--- config.mk ---
export PLATFORM = sky130hd
export DESIGN_NAME = stage_sequencer
export DESIGN_NICKNAME = d
export VERILOG_FILES = /design/src/rtl/stage_sequencer.sv
export SDC_FILE = /design/constraint.sdc
export NUM_CORES = 1
export LEC_CHECK = 0
export BUFFER_PORTS_ARGS = -buffer_cell sky130_fd_sc_hd__buf_2
export CELL_PAD_IN_SITES_DETAIL_PLACEMENT = 1
export CELL_PAD_IN_SITES_GLOBAL_PLACEMENT = 2
export CORE_MARGIN = 2
export CORE_UTILIZATION = 35
export DETAILED_ROUTE_END_ITERATION = 10
export PLACE_DENSITY = 0.9
export SLEW_MARGIN = 30
export SYNTH_ARGS = -nofsm -noshare
export SYNTH_HDL_FRONTEND = slang
export SYNTH_SLANG_ARGS = --single-unit
--- constraint.sdc ---
create_clock -name clk -period 6 [get_ports clk]
set_input_delay 0.3 -clock clk [delete_from_list [all_inputs] [get_ports clk]]
set_output_delay 0.3 -clock clk [all_outputs]
set_load 0.01 [all_outputs]
--- src/rtl/stage_sequencer.sv ---
// Multi-cycle instruction stage sequencer: walks IF/ID/EX/MEM/WB per opcode class,
// supports stall, optional memory handshake, sticky halt and retire/cycle counters.
module stage_sequencer #(
   parameter int EX_CYCLES     = 1,
   parameter bit MEM_HANDSHAKE = 1'b0,
   parameter int CNT_W         = 16
) (
   input  logic             clk,
   input  logic             rst_n,
   input  logic [3:0]       opcode,
   input  logic             stall,
   input  logic             mem_ready,
   input  logic             halt_req,
   output logic             enable_IF,
   output logic             enable_ID,
   output logic             enable_EX,
   output logic             enable_MEM,
   output logic             enable_WB,
   output logic [2:0]       stage_num,
   output logic             instr_done,
   output logic             halted,
   output logic [CNT_W-1:0] instr_count,
   output logic [CNT_W-1:0] cycle_count
);

   typedef enum logic [2:0] {
      ST_IF   = 3'd0,
      ST_ID   = 3'd1,
      ST_EX   = 3'd2,
      ST_MEM  = 3'd3,
      ST_WB   = 3'd4,
      ST_HALT = 3'd5
   } state_t;

   localparam logic [3:0] EX_LAST = 4'(EX_CYCLES - 32'sd1);

   state_t             state_r;
   state_t             next_state_s;
   logic               retire_s;
   logic               ex_last_s;
   logic               mem_exit_s;
   logic [3:0]         ex_cnt_r;
   logic [3:0]         op_q_r;
   logic [2:0]         stage_num_r;
   logic [4:0]         enables_r;
   logic               instr_done_r;
   logic               halted_r;
   logic [CNT_W-1:0]   instr_count_r;
   logic [CNT_W-1:0]   cycle_count_r;

   function automatic logic is_jump(input logic [3:0] op);
      return (op[3:2] == 2'b11) && (op[1:0] != 2'b11);
   endfunction

   function automatic logic is_branch(input logic [3:0] op);
      return op[3:2] == 2'b10;
   endfunction

   function automatic logic is_alu(input logic [3:0] op);
      return op <= 4'b0100;
   endfunction

   function automatic logic is_store(input logic [3:0] op);
      return op[2:0] == 3'b111;
   endfunction

   // Bit order is {WB, MEM, EX, ID, IF}; HALT drives no stage.
   function automatic logic [4:0] stage_enables(input state_t st);
      logic [4:0] en;
      case (st)
         ST_IF:   en = 5'b00001;
         ST_ID:   en = 5'b00010;
         ST_EX:   en = 5'b00100;
         ST_MEM:  en = 5'b01000;
         ST_WB:   en = 5'b10000;
         default: en = 5'b00000;
      endcase
      return en;
   endfunction

   assign ex_last_s  = (ex_cnt_r == EX_LAST);
   assign mem_exit_s = MEM_HANDSHAKE ? mem_ready : 1'b1;

   // Next-stage routing; ID decides on the live opcode, later stages on op_q.
   always_comb begin
      next_state_s = state_r;
      retire_s     = 1'b0;
      case (state_r)
         ST_IF: begin
            next_state_s = ST_ID;
         end
         ST_ID: begin
            if (is_jump(opcode)) begin
               retire_s = 1'b1;
            end else begin
               next_state_s = ST_EX;
            end
         end
         ST_EX: begin
            if (!ex_last_s) begin
               next_state_s = ST_EX;
            end else if (is_branch(op_q_r)) begin
               retire_s = 1'b1;
            end else if (is_alu(op_q_r)) begin
               next_state_s = ST_WB;
            end else begin
               next_state_s = ST_MEM;
            end
         end
         ST_MEM: begin
            if (!mem_exit_s) begin
               next_state_s = ST_MEM;
            end else if (is_store(op_q_r)) begin
               retire_s = 1'b1;
            end else begin
               next_state_s = ST_WB;
            end
         end
         ST_WB: begin
            retire_s = 1'b1;
         end
         ST_HALT: begin
            next_state_s = ST_HALT;
         end
         default: begin
            next_state_s = ST_IF;
         end
      endcase
      if (retire_s) begin
         next_state_s = halt_req ? ST_HALT : ST_IF;
      end else begin
         next_state_s = next_state_s;
      end
   end

   // Sequencer state, registered outputs and counters; stall freezes everything but cycle_count.
   always_ff @(posedge clk) begin
      if (!rst_n) begin
         state_r       <= ST_IF;
         stage_num_r   <= 3'd0;
         enables_r     <= 5'b00001;
         instr_done_r  <= 1'b0;
         halted_r      <= 1'b0;
         instr_count_r <= '0;
         cycle_count_r <= '0;
         ex_cnt_r      <= 4'd0;
         op_q_r        <= 4'd0;
      end else begin
         if (state_r != ST_HALT) begin
            cycle_count_r <= cycle_count_r + CNT_W'(1'b1);
         end
         if (stall || (state_r == ST_HALT)) begin
            instr_done_r <= 1'b0;
         end else begin
            state_r      <= next_state_s;
            stage_num_r  <= next_state_s;
            enables_r    <= stage_enables(next_state_s);
            halted_r     <= (next_state_s == ST_HALT);
            instr_done_r <= retire_s;
            if (retire_s) begin
               instr_count_r <= instr_count_r + CNT_W'(1'b1);
            end
            if (state_r == ST_ID) begin
               op_q_r <= opcode;
            end
            // ex_cnt rests at zero outside EX, so every EX entry starts fresh.
            if ((state_r == ST_EX) && !ex_last_s) begin
               ex_cnt_r <= ex_cnt_r + 4'd1;
            end else begin
               ex_cnt_r <= 4'd0;
            end
         end
      end
   end

   assign enable_IF   = enables_r[0];
   assign enable_ID   = enables_r[1];
   assign enable_EX   = enables_r[2];
   assign enable_MEM  = enables_r[3];
   assign enable_WB   = enables_r[4];
   assign stage_num   = stage_num_r;
   assign instr_done  = instr_done_r;
   assign halted      = halted_r;
   assign instr_count = instr_count_r;
   assign cycle_count = cycle_count_r;

endmodule

# [Yosys cells after proc, flatten, opt, wreduce, memory -nomap -nowiden]
# Cells that the tools add are included.
[word_totals] word_cells=54 regBits=50 inputBits=9
[op_classes] n_lt_le_gt_ge=1 reduce_logical=10 add_sub_neg=3 n_bitwise=2 mux=15 eq_ne=15
[ops] operator="16-bit by 1-bit adder with 16-bit output, second input constant" n=2
[ops] operator="5-bit one-hot mux with 5 select lines" n=1
[ops] operator="3-bit two-way mux" n=7
[ops] operator="3-bit one-hot mux with 6 select lines" n=1
[ops] operator="3-bit == test, second input constant" n=5
[ops] operator="3-bit by 2-bit == test with 1-bit output, second input constant" n=4
[ops] operator="3-bit by 1-bit == test with 1-bit output, second input constant" n=2
[ops] operator="3-bit logical NOT" n=2
[ops] operator="4-bit by 1-bit adder with 4-bit output, second input constant" n=1
[ops] operator="2-bit == test, second input constant" n=2
[ops] operator="4-bit by 3-bit less-or-equal comparator with 1-bit output, second input constant" n=1
[ops] operator="4-bit logical NOT" n=1
[ops] operator="1-bit two-way mux" n=4
[ops] operator="4-bit two-way mux" n=1
[ops] operator="1-bit one-hot mux with 4 select lines" n=1
[ops] operator="2-bit AND reduction" n=2
[ops] operator="3-bit inequality test, second input constant" n=1
[ops] operator="1-bit logical AND" n=2
[ops] operator="2-bit inequality test, second input constant" n=1
[ops] operator="1-bit inverter" n=2
[ops] operator="2-bit OR reduction" n=1
[ops] operator="1-bit logical NOT" n=1
[ops] operator="1-bit logical OR" n=1

# [Longest topological paths before layout]
# Gate-level depths: netlist of the first run.
[logic_depth] depth_word=8 mapped_depth=9 ltp_nobuf=7

# [Least setup slack after synthesis of the first run]
# OpenSTA, ideal clock, no wires.
[synth_timing] path_type="reg2reg" start="register ex_cnt_r[0]" end="register instr_count_r[1] (netlist: instr_count[1])" setup_time_ns=0.128 required_ns=5.872 arrival_ns=1.809 stages_incl_launch_ff=10 path_slack_ns=4.063 period_less_slack_ns=1.937 cell_sequence="dfxtp_1 inv_1 ha_1 nor3b_2 a32o_2 o31ai_4 buf_6 buf_2 mux2i_1 nor2_1"
[synth_via] elab_chain_cells=4
[synth_rtl] element="from (decl)" line_no="42" rtl="logic [3:0] ex_cnt_r;"
[synth_rtl] element="from (signal assigned)" line_no="168" rtl="ex_cnt_r <= ex_cnt_r + 4'd1;"
[synth_rtl] element="4-bit logical NOT" line_no="81" rtl="assign ex_last_s = (ex_cnt_r == EX_LAST);"
[synth_rtl] element="1-bit two-way mux" line_no="100" rtl="if (!ex_last_s) begin"
[synth_rtl] element="1-bit one-hot mux with 4 select lines" line_no="88" rtl="case (state_r)"
[synth_rtl] element="2-bit AND reduction (no source line)"
[synth_rtl] element="to (signal assigned)" line_no="161" rtl="instr_count_r <= instr_count_r + CNT_W'(1'b1);"
[synth_rtl] element="to (decl)" line_no="48" rtl="logic [CNT_W-1:0] instr_count_r;"
# Every way passes these cells.
# A chain may end at the register's enable or synchronous reset.

==> metrics.csv, run 1 <==
metric,value,unit
Final Max Slew Viols,0,
drt total wl,6030,um
Post-synth EDFFs,0,
Final Hold Viols,0,
ANT nets after route,0,
post-synthesis sequential area ratio,40.8,%
number of global-route vias before repair,2121,
Comb power frac,8.7,%
Post-CTS Setup Inserts,0,
post-route clock period utilization,40.3,%
Max Fanout on Critical Path,18,
Initial Util,36.1,%
CP Data Required Time,6230,ps
vias per cell,5.30,
post-synthesis cell type count,52,
Setup TNS Final,0,ps
hold buffer count at cts,0,
Seq cells post-synth,50,
pin count of the biggest net entering global routing,47,
syn avg cell area,8.70,um2
site row count,30,
Seq pwr share,54.3,%
hpwl dp,4220,um
I/O Pins,51,
final core occ,42.1,%
top cell type's share of synthesized area,40.8,%
post-cts gate resize count,0,
first-pass detailed-route iteration total,4,
Fin Clk Skew,8.57,ps
pre-CTS setup slack,3590,ps
ys async rst share,0,%
synthesized area,2450,um2
Lkg Pwr,0.00112,uW
share of post-route cells with drive strength above 1,21.4,%
CTS Sinks,50,
final-report setup violation count,0,
minimum clock period,2420,ps
HP Class,primary input to register,
Synth area leaders,"dfxtp_1 (41%), a21oi_1 (4.5%), nor2_1 (4.1%)",
placed cell count,411,
initial antenna violation count,0,
Total GRT Usage,16.5,%
PwrDens,227,nW/um2
unrepaired setup endpoints after global routing,false,
warnings from Yosys,0,
Placer Congestion,0.777,
Core ar.,6790,um2
Synth top cells by count,"dfxtp_1 (50), nor2_1 (27), a21oi_1 (22), nand2_1 (22), nand3_1 (15)",
CP Launch Type,register,
kind of critical path,register to register,
Rel. slew slack,45.5,%
Slew @ Worst Pin,817,ps
grt ovf,0,
routed via count,2214,
Worst-path clk slew,100,ps
Clock Latency Late Sink,310,ps
sw frac,25.2,%
Post-Layout Cell Count,418,
Worst EP arrival,2650,ps
most instantiated library cell after synthesis,dfxtp_1,
max-cap viol count,0,
DRT iter0 DRCs,76,
CTS tree,yes,
clock share of power,37.0,%
Final Worst Setup Slack,3580,ps
total power,648,uW
Cells after Synth,282,
Max VDD drop,0.0703,mV
switching power,163,uW
Final nets,335,
Port Buffers,49,
CTS Buf Count,5,
Critical Path End Type,register,
syn nets,295,
ant diodes,0,
ys flop type,dfxtp_1,
drt drc,0,
Clock Path Buffers,2,
htree depth,2,
WL/cell,14.4,um
"area leader, netlist",dfxtp_1,
area grow syn2layout,16.5,%
max frequency,413,MHz
Die Y,87.7,um
CTS Root Buffer Type,clkbuf_8,
global-route wire length before repair,10200,um
status,finished clean,
Die Footprint,7690,um2
Int Power,485,uW
die width,87.7,um
==> cell usage in the layout (no fill, tap or decap), types with 3 or more instances in the layout <==
cell | netlist | final
ha_1 | 4 | 4
and3_1 | 5 | 5
xor2_1 | 4 | 4
buf_2 | 3 | 49
nand3_1 | 15 | 15
nor3_1 | 6 | 6
xnor2_1 | 9 | 9
or3_1 | 6 | 6
nor2_1 | 27 | 27
inv_1 | 6 | 6
nor2b_1 | 3 | 3
dfxtp_1 | 50 | 50
mux2i_1 | 6 | 6
nand2_1 | 22 | 22
nor4_1 | 3 | 3
o21ai_0 | 10 | 10
nand4_1 | 7 | 7
o31ai_1 | 11 | 11
clkbuf_8 | 0 | 5
or4_1 | 10 | 10
and4_1 | 3 | 3
a21oi_1 | 22 | 22
==> final timing paths <==
| path | slack [ps] | startpoint | to | depth (start not counted) |
|---|---|---|---|---|
| setup reg to reg | 3580 | stage_num[0] | instr_count[10] | 6 |
| setup / recovery | 3580 | stage_num[0] | instr_count[10] | 6 |
| hold reg to reg | 460 | enables_r[3] | enables_r[3] | 2 |
| hold / removal | 260 | opcode[3] | op_q_r[3] | 3 |
==> cells by family after synthesis <==
logic type	share of synthesized area, %
simple gates	28.6
buf+inv	4.44
fa+ha+maj	2.04
flops	40.8
mux	2.45
compound gates	17.0
xor+xnor	4.64
==> cell type report <==
class / count / area (um2)
multi-input cells: 208 / 1340
clock inverters: 2 / 38.8
fillers: 827 / 3940
inverters: 7 / 26.3
clock buffers: 5 / 68.8
well taps: 96 / 120
flip-flops and latches: 50 / 1000
repair buffers: 50 / 260
==> registers in the layout (all words and copies together) (netlist names) <==
name	flops
cycle_count	16
instr_count	16
enables_r	5
ex_cnt_r	4
op_q_r	4
stage_num	3
halted	1
instr_done	1
==> power by group through the flow <==
stage / sequential [uW] / clock (uW) / combinational, uW
2_1_floorplan: 356 / 0 / 41.5
3_3_place_gp: 359 / 0 / 55.0
3_5_place_dp: 359 / 0 / 56.9
4_1_cts: 352 / 249 / 57.2
5_1_grt: 353 / 263 / 62.7
6_report: 352 / 240 / 56.3
==> layer usage <==
layer  up-vias  global-route usage [%]  part of all wire, %
met1      1068                    21.6                   47
met4         0                    4.20                 0.58
met3         4                    4.15                  4.4
met2        40                    27.2                   48
met5         -                       0                    0
li1       1102                       -                    -
==> critical path: stages (launching register included) <==
cell     delay [ps]
dfxtp_1         680
nor3b_2         320
and4_4          290
o31ai_4         170
buf_8           210
or4_1           510
a21oi_1         160
==> metrics by stage <==
stage / hold slack, ps / area (um2)
3_5_place_dp: 451 / 2750
2_1_floorplan: 447 / 2450
5_1_grt: 262 / 2860
3_3_place_gp: 439 / 2740
6_report: 260 / 2860
4_1_cts: 252 / 2860
No activity file was read; power rests on OpenSTA's default activity.
==> run 2: changes to the inputs <==
ABC_AREA = 1   (was default)
CORE_UTILIZATION = 27   (was 35)
PLACE_DENSITY = 0.79   (was 0.9)
clock period = 2.1 ns   (was 6 ns; I/O delays follow)
==> run 2 against run 1 <==
  * Sequential share of layout area is 2.2 points lower
  * Worst setup slack worse by 3300 ps
  * Clock-buffer cell count is 1 higher
  * Critical path depth is 3 higher
  * Combinational power grew to 4.0 times the previous value
  * Synthesized area is 5.5% higher
  * Synthesized cell count is 27% higher
  * Utilization is 9.2 points lower
  * Largest cell class unchanged
  * Highest routed layer unchanged
==> metrics.csv, run 2 <==
metric,value,unit
sw frac,28.4,%
multi-input logic area,1370,um2
Fin Clk Skew,9.90,ps
syn avg cell area,7.20,um2
Rel. slew slack,73.2,%
warnings from Yosys,0,
"commonest non-fill, non-tap cell in the layout",nand2_1,
GR peak layer,met2,
Synth top cells by count,"nand2_1 (78), dfxtp_1 (50), inv_1 (39)",
Final Hold Viols,0,
syn nets,372,
max-cap viol count,0,
Final nets,423,
CP Launch Type,register,
Synth area leaders,"dfxtp_1 (39%), nand2_1 (11%), a21oi_1 (5.8%)",
CTS Sinks,50,
final-report setup violation count,0,
pin count of the biggest net entering global routing,25,
I/O Pins,51,
Clock Latency Late Sink,310,ps
Die Footprint,10400,um2
Post-CTS Setup Inserts,0,
grt ovf,0,
global-route wire length before repair,11500,um
Core ar.,9280,um2
synthesized area,2590,um2
routed via count,2478,
Final Max Slew Viols,0,
WL/cell,12.8,um
most instantiated library cell after synthesis,nand2_1,
Die Y,102,um
storage element area,1000,um2
Seq cells post-synth,50,
site row count,35,
die width,102,um
kind of critical path,register to register,
hold buffer count at cts,0,
area grow syn2layout,17.9,%
Comb power frac,12.6,%
Placer Congestion,0.865,
number of global-route vias before repair,2451,
Clock Path Buffers,2,
Worst EP arrival,2050,ps
met2 usage,23.9,%
Initial Util,27.9,%
Slew @ Worst Pin,401,ps
top cell type's share of synthesized area,38.7,%
GR met3 Demand/Resource,2.60,%
Critical Path End Type,register,
CTS tree,yes,
Worst-path clk slew,100,ps
minimum clock period,1850,ps
Max Fanout on Critical Path,21,
post-synthesis sequential area ratio,38.7,%
post-cts gate resize count,0,
first-pass detailed-route iteration total,4,
ys flop type,dfxtp_1,
Max VDD drop,0.260,mV
drt drc,0,
htree depth,2,
CTS Buf Count,5,
HP Class,primary input to register,
post-synthesis cell type count,34,
Setup TNS Final,0,ps
share of post-route cells with drive strength above 1,22.4,%
most frequent cells in the layout,"nand2_1 (78), dfxtp_1 (50), buf_2 (49), inv_1 (39), nor2_1 (35)",
Filler cells,1207,
"area leader, netlist",dfxtp_1,
Port Buffers,49,
CTS Root Buffer Type,clkbuf_8,
Post-synth EDFFs,0,
Lkg Pwr,0.00135,uW
initial antenna violation count,0,
ys async rst share,0,%
Cells after Synth,359,
Seq pwr share,56.3,%
post-route clock period utilization,87.9,%
unrepaired setup endpoints after global routing,false,
met1 GRT Util,17.9,%
max frequency,542,MHz
CP Data Required Time,2310,ps
Total GRT Usage,13.9,%
ANT nets after route,0,
status,finished clean,
clock share of power,31.1,%
switching power,508,uW
DRT iter0 DRCs,28,
total power,1790,uW
ant diodes,0,
PwrDens,587,nW/um2
Int Power,1280,uW
hpwl dp,5250,um
drt total wl,6930,um
vias per cell,4.60,
==> run 2: cell families (layout without fill, tap and decap cells) <==
logic type      after synthesis  in the layout  synth area share [%]
fa+ha+maj                     4              4                  1.94
xor+xnor                     12             12                  4.06
simple gates                182            182                  34.3
compound gates               58             58                  12.5
flops                        50             50                  38.7
buf+inv                      53            104                  8.51
==> run 2: worst max-delay path, cell delays in order (launching register included) <==
cell and delay (ps):
dfxtp_1 510, inv_2 120, nand3_4 140, nand2_1 100, inv_2 190, nand2_4 130, inv_4 230, nand2_1 100
o21ai_0 160, a21oi_1 50
==> run 2: final cells by class <==
| class | instances | area share (%) |
|---|---|---|
| Timing Repair Buffer | 53 | 9.02 |
| Multi-Input combinational cell | 256 | 44.7 |
| Clock buffer | 6 | 2.38 |
| Tap cell | 129 | 5.29 |
| Inverter | 44 | 5.50 |
| Sequential cell | 50 | 32.8 |
| Clock inverter | 1 | 0.246 |
==> run 2: power groups by stage <==
| stage | Combinational, uW | Clock (uW) | Sequential [uW] |
|---|---|---|---|
| 2_1_floorplan | 155 | 0 | 1030 |
| 3_3_place_gp | 226 | 0 | 1030 |
| 3_5_place_dp | 230 | 0 | 1030 |
| 4_1_cts | 231 | 578 | 1010 |
| 5_1_grt | 260 | 611 | 1020 |
| 6_report | 225 | 556 | 1010 |
==> run 2: layer usage <==
layer | part of all wire, % | up-vias
li1 | - | 1259
met1 | 49 | 1178
met2 | 46 | 34
met3 | 3.3 | 7
met4 | 1.3 | 0
met5 | 0 | -
==> run 2: worst paths after layout <==
kind                     start        endpoint  slack, ps  cells past startpoint
hold / removal       opcode[1]       op_q_r[1]         50                      3
hold reg to reg   enables_r[4]    enables_r[4]        470                      2
setup / recovery  stage_num[1]  instr_count[3]        250                      9
setup reg to reg  stage_num[1]  instr_count[3]        250                      9
==> run 2: stage by stage <==
stage	instance area, um2	worst slack, ps	hold slack, ps	cells	util (%)
2_1_floorplan	2590	555	240	359	-
3_3_place_gp	2970	281	349	532	32.0
3_5_place_dp	2970	254	358	532	32.0
4_1_cts	3050	239	40.5	539	32.9
5_1_grt	3050	91.9	65.5	539	32.9
6_report	3050	254	53.3	539	32.9
==> run 3: changes to the inputs <==
CORE_UTILIZATION = 30   (was 27)
PLACE_DENSITY = 0.83   (was 0.79)
clock period = 1.7 ns   (was 2.1 ns; I/O delays follow)
==> run 3 against run 2 <==
  * Clock power grew 27%
  * Routed wire length is 1.6% higher
  * Critical path depth increased by 1
  * Largest cell class unchanged
  * Highest routed layer unchanged
==> metrics.csv, run 3 (same netlist as run 2, synthesis figures left out) <==
metric,value,unit
I/O Pins,51,
max incr delay on CP,360,ps
CTS Sinks,50,
DRT iter0 DRCs,69,
Rel. slew slack,64.7,%
HP Class,primary input to register,
Top delay family on crit path,simple AND/OR/NAND/NOR gates,
wire length on met3,246,um
Placer Congestion,0.800,
vias per cell,4.79,
Max Fanout on Critical Path,21,
first-pass detailed-route iteration total,4,
minimum clock period,1540,ps
WL/cell,13.3,um
CTS Buf Count,5,
pin count of the biggest net entering global routing,25,
Worst path slowest cell,dfxtp_2,
Die Footprint,9380,um2
Top Metal Used,met4,
CP Launch Type,register,
PwrDens,717,nW/um2
Die Y,96.9,um
Setup crit end,instr_count[0],
kind of critical path,register to register,
Worst-path clk slew,90,ps
routed via count,2536,
share of post-route cells with drive strength above 1,26.4,%
Initial Util,31.2,%
number of global-route vias before repair,2555,
Worst EP arrival,1730,ps
ANT nets after route,0,
drt total wl,7040,um
htree depth,2,
multi-input logic area,1380,um2
area grow syn2layout,21.8,%
CP bufs+invs,2,
grt ovf,0,
Port Buffers,49,
post-route clock period utilization,90.4,%
Clock Latency Late Sink,310,ps
die width,96.9,um
hold buffer count at cts,0,
most frequent cells in the layout,"nand2_1 (76), buf_2 (49), dfxtp_1 (46), inv_1 (39), nor2_1 (35)",
final-report setup violation count,0,
Fin Clk Skew,12.3,ps
Stages on worst setup path,10,
Critical Path End Type,register,
worst-case reg-to-reg path depth,10,
Final Max Slew Viols,0,
Slew @ Worst Pin,529,ps
status,finished clean,
Clock Path Buffers,2,
critical-path cell list,inv_1 -> ha_1 -> nand2_2 -> nor2_1 -> nand2_1 -> nand3_2 -> nand2_4 -> clkinv_8 -> o21ai_0 -> a21oi_1,
R2R Path End,instr_count[0],
worst hold slack,23.0,ps
ant diodes,0,
Max VDD drop,0.317,mV
Setup crit start,ex_cnt_r[0],
r2r setup slk,160,ps
max-cap viol count,0,
Core ar.,8300,um2
placed cell count,518,
Post-Layout Cell Count,529,
initial antenna violation count,0,
hpwl dp,5460,um
global-route wire length before repair,12200,um
CTS tree,yes,
CTS Root Buffer Type,clkbuf_8,
"commonest non-fill, non-tap cell in the layout",nand2_1,
max frequency,651,MHz
Final Hold Viols,0,
Total GRT Usage,15.7,%
unrepaired setup endpoints after global routing,true,
RR Startpoint,ex_cnt_r[0],
Filler cells,1068,
site row count,33,
storage element area,1010,um2
drt drc,0,
Final nets,436,
CP Data Required Time,1890,ps
Lkg Pwr,0.00143,uW
M1 WL,3330,um
Met2 Wirelength,3380,um
[run 3: layout make-up]
class                      instances  share of cell area [%]
multi-input combinational        256                    43.7
clock inverter                     2                   0.437
timing repair buffer              66                    11.8
clock buffer                       6                    2.30
tap                              105                    4.17
inverter                          44                    5.64
sequential                        50                    31.9
[run 3: power by group]
part | switching, uW | internal [uW] | total [uW]
combinational | 196 | 111 | 307
clock | 416 | 292 | 708
sequential | 36.2 | 1210 | 1240
total | 648 | 1610 | 2260
[run 3: per-layer routing]
layer	global-route usage, %	up-vias
met3	2.24	5
met5	0	-
met4	4.98	0
met1	20.6	1206
li1	-	1287
met2	26.5	38
[run 3: worst min-delay path by stage]
stage,startpoint,endpoint,slack (ps),cells past startpoint
after floorplan,opcode[0],op_q_r[0],220,2
after global placement,opcode[0],op_q_r[0],330,3
after detailed placement,opcode[0],op_q_r[0],340,3
after CTS,opcode[0],op_q_r[0],20,3
after global routing,opcode[0],op_q_r[0],20,3
final,opcode[0],op_q_r[0],20,3
[run 3: worst min-delay path, stage by stage]
cell	delay, ps
buf_2	80
nor2_1	40
nor2_1	80
[run 3: what timing repair did]
action / 4_1_cts / 5_1_grt
buffers inserted: 0 / 3
endpoints found under the setup margin: 1 / 26
gates resized for setup: 1 / 10
[run 3: stage by stage]
stage | power [uW] | setup slack [ps] | area, um2 | utilization (%) | setup TNS (ps)
2_1_floorplan | 1470 | 155 | 2590 | - | 0
3_3_place_gp | 1560 | 34.2 | 3020 | 36.3 | 0
3_5_place_dp | 1570 | -5.78 | 3020 | 36.3 | -5.78
4_1_cts | 2290 | 31.9 | 3100 | 37.4 | 0
5_1_grt | 2390 | -22.9 | 3150 | 37.9 | -64.8
6_report | 2260 | 164 | 3150 | 37.9 | 0
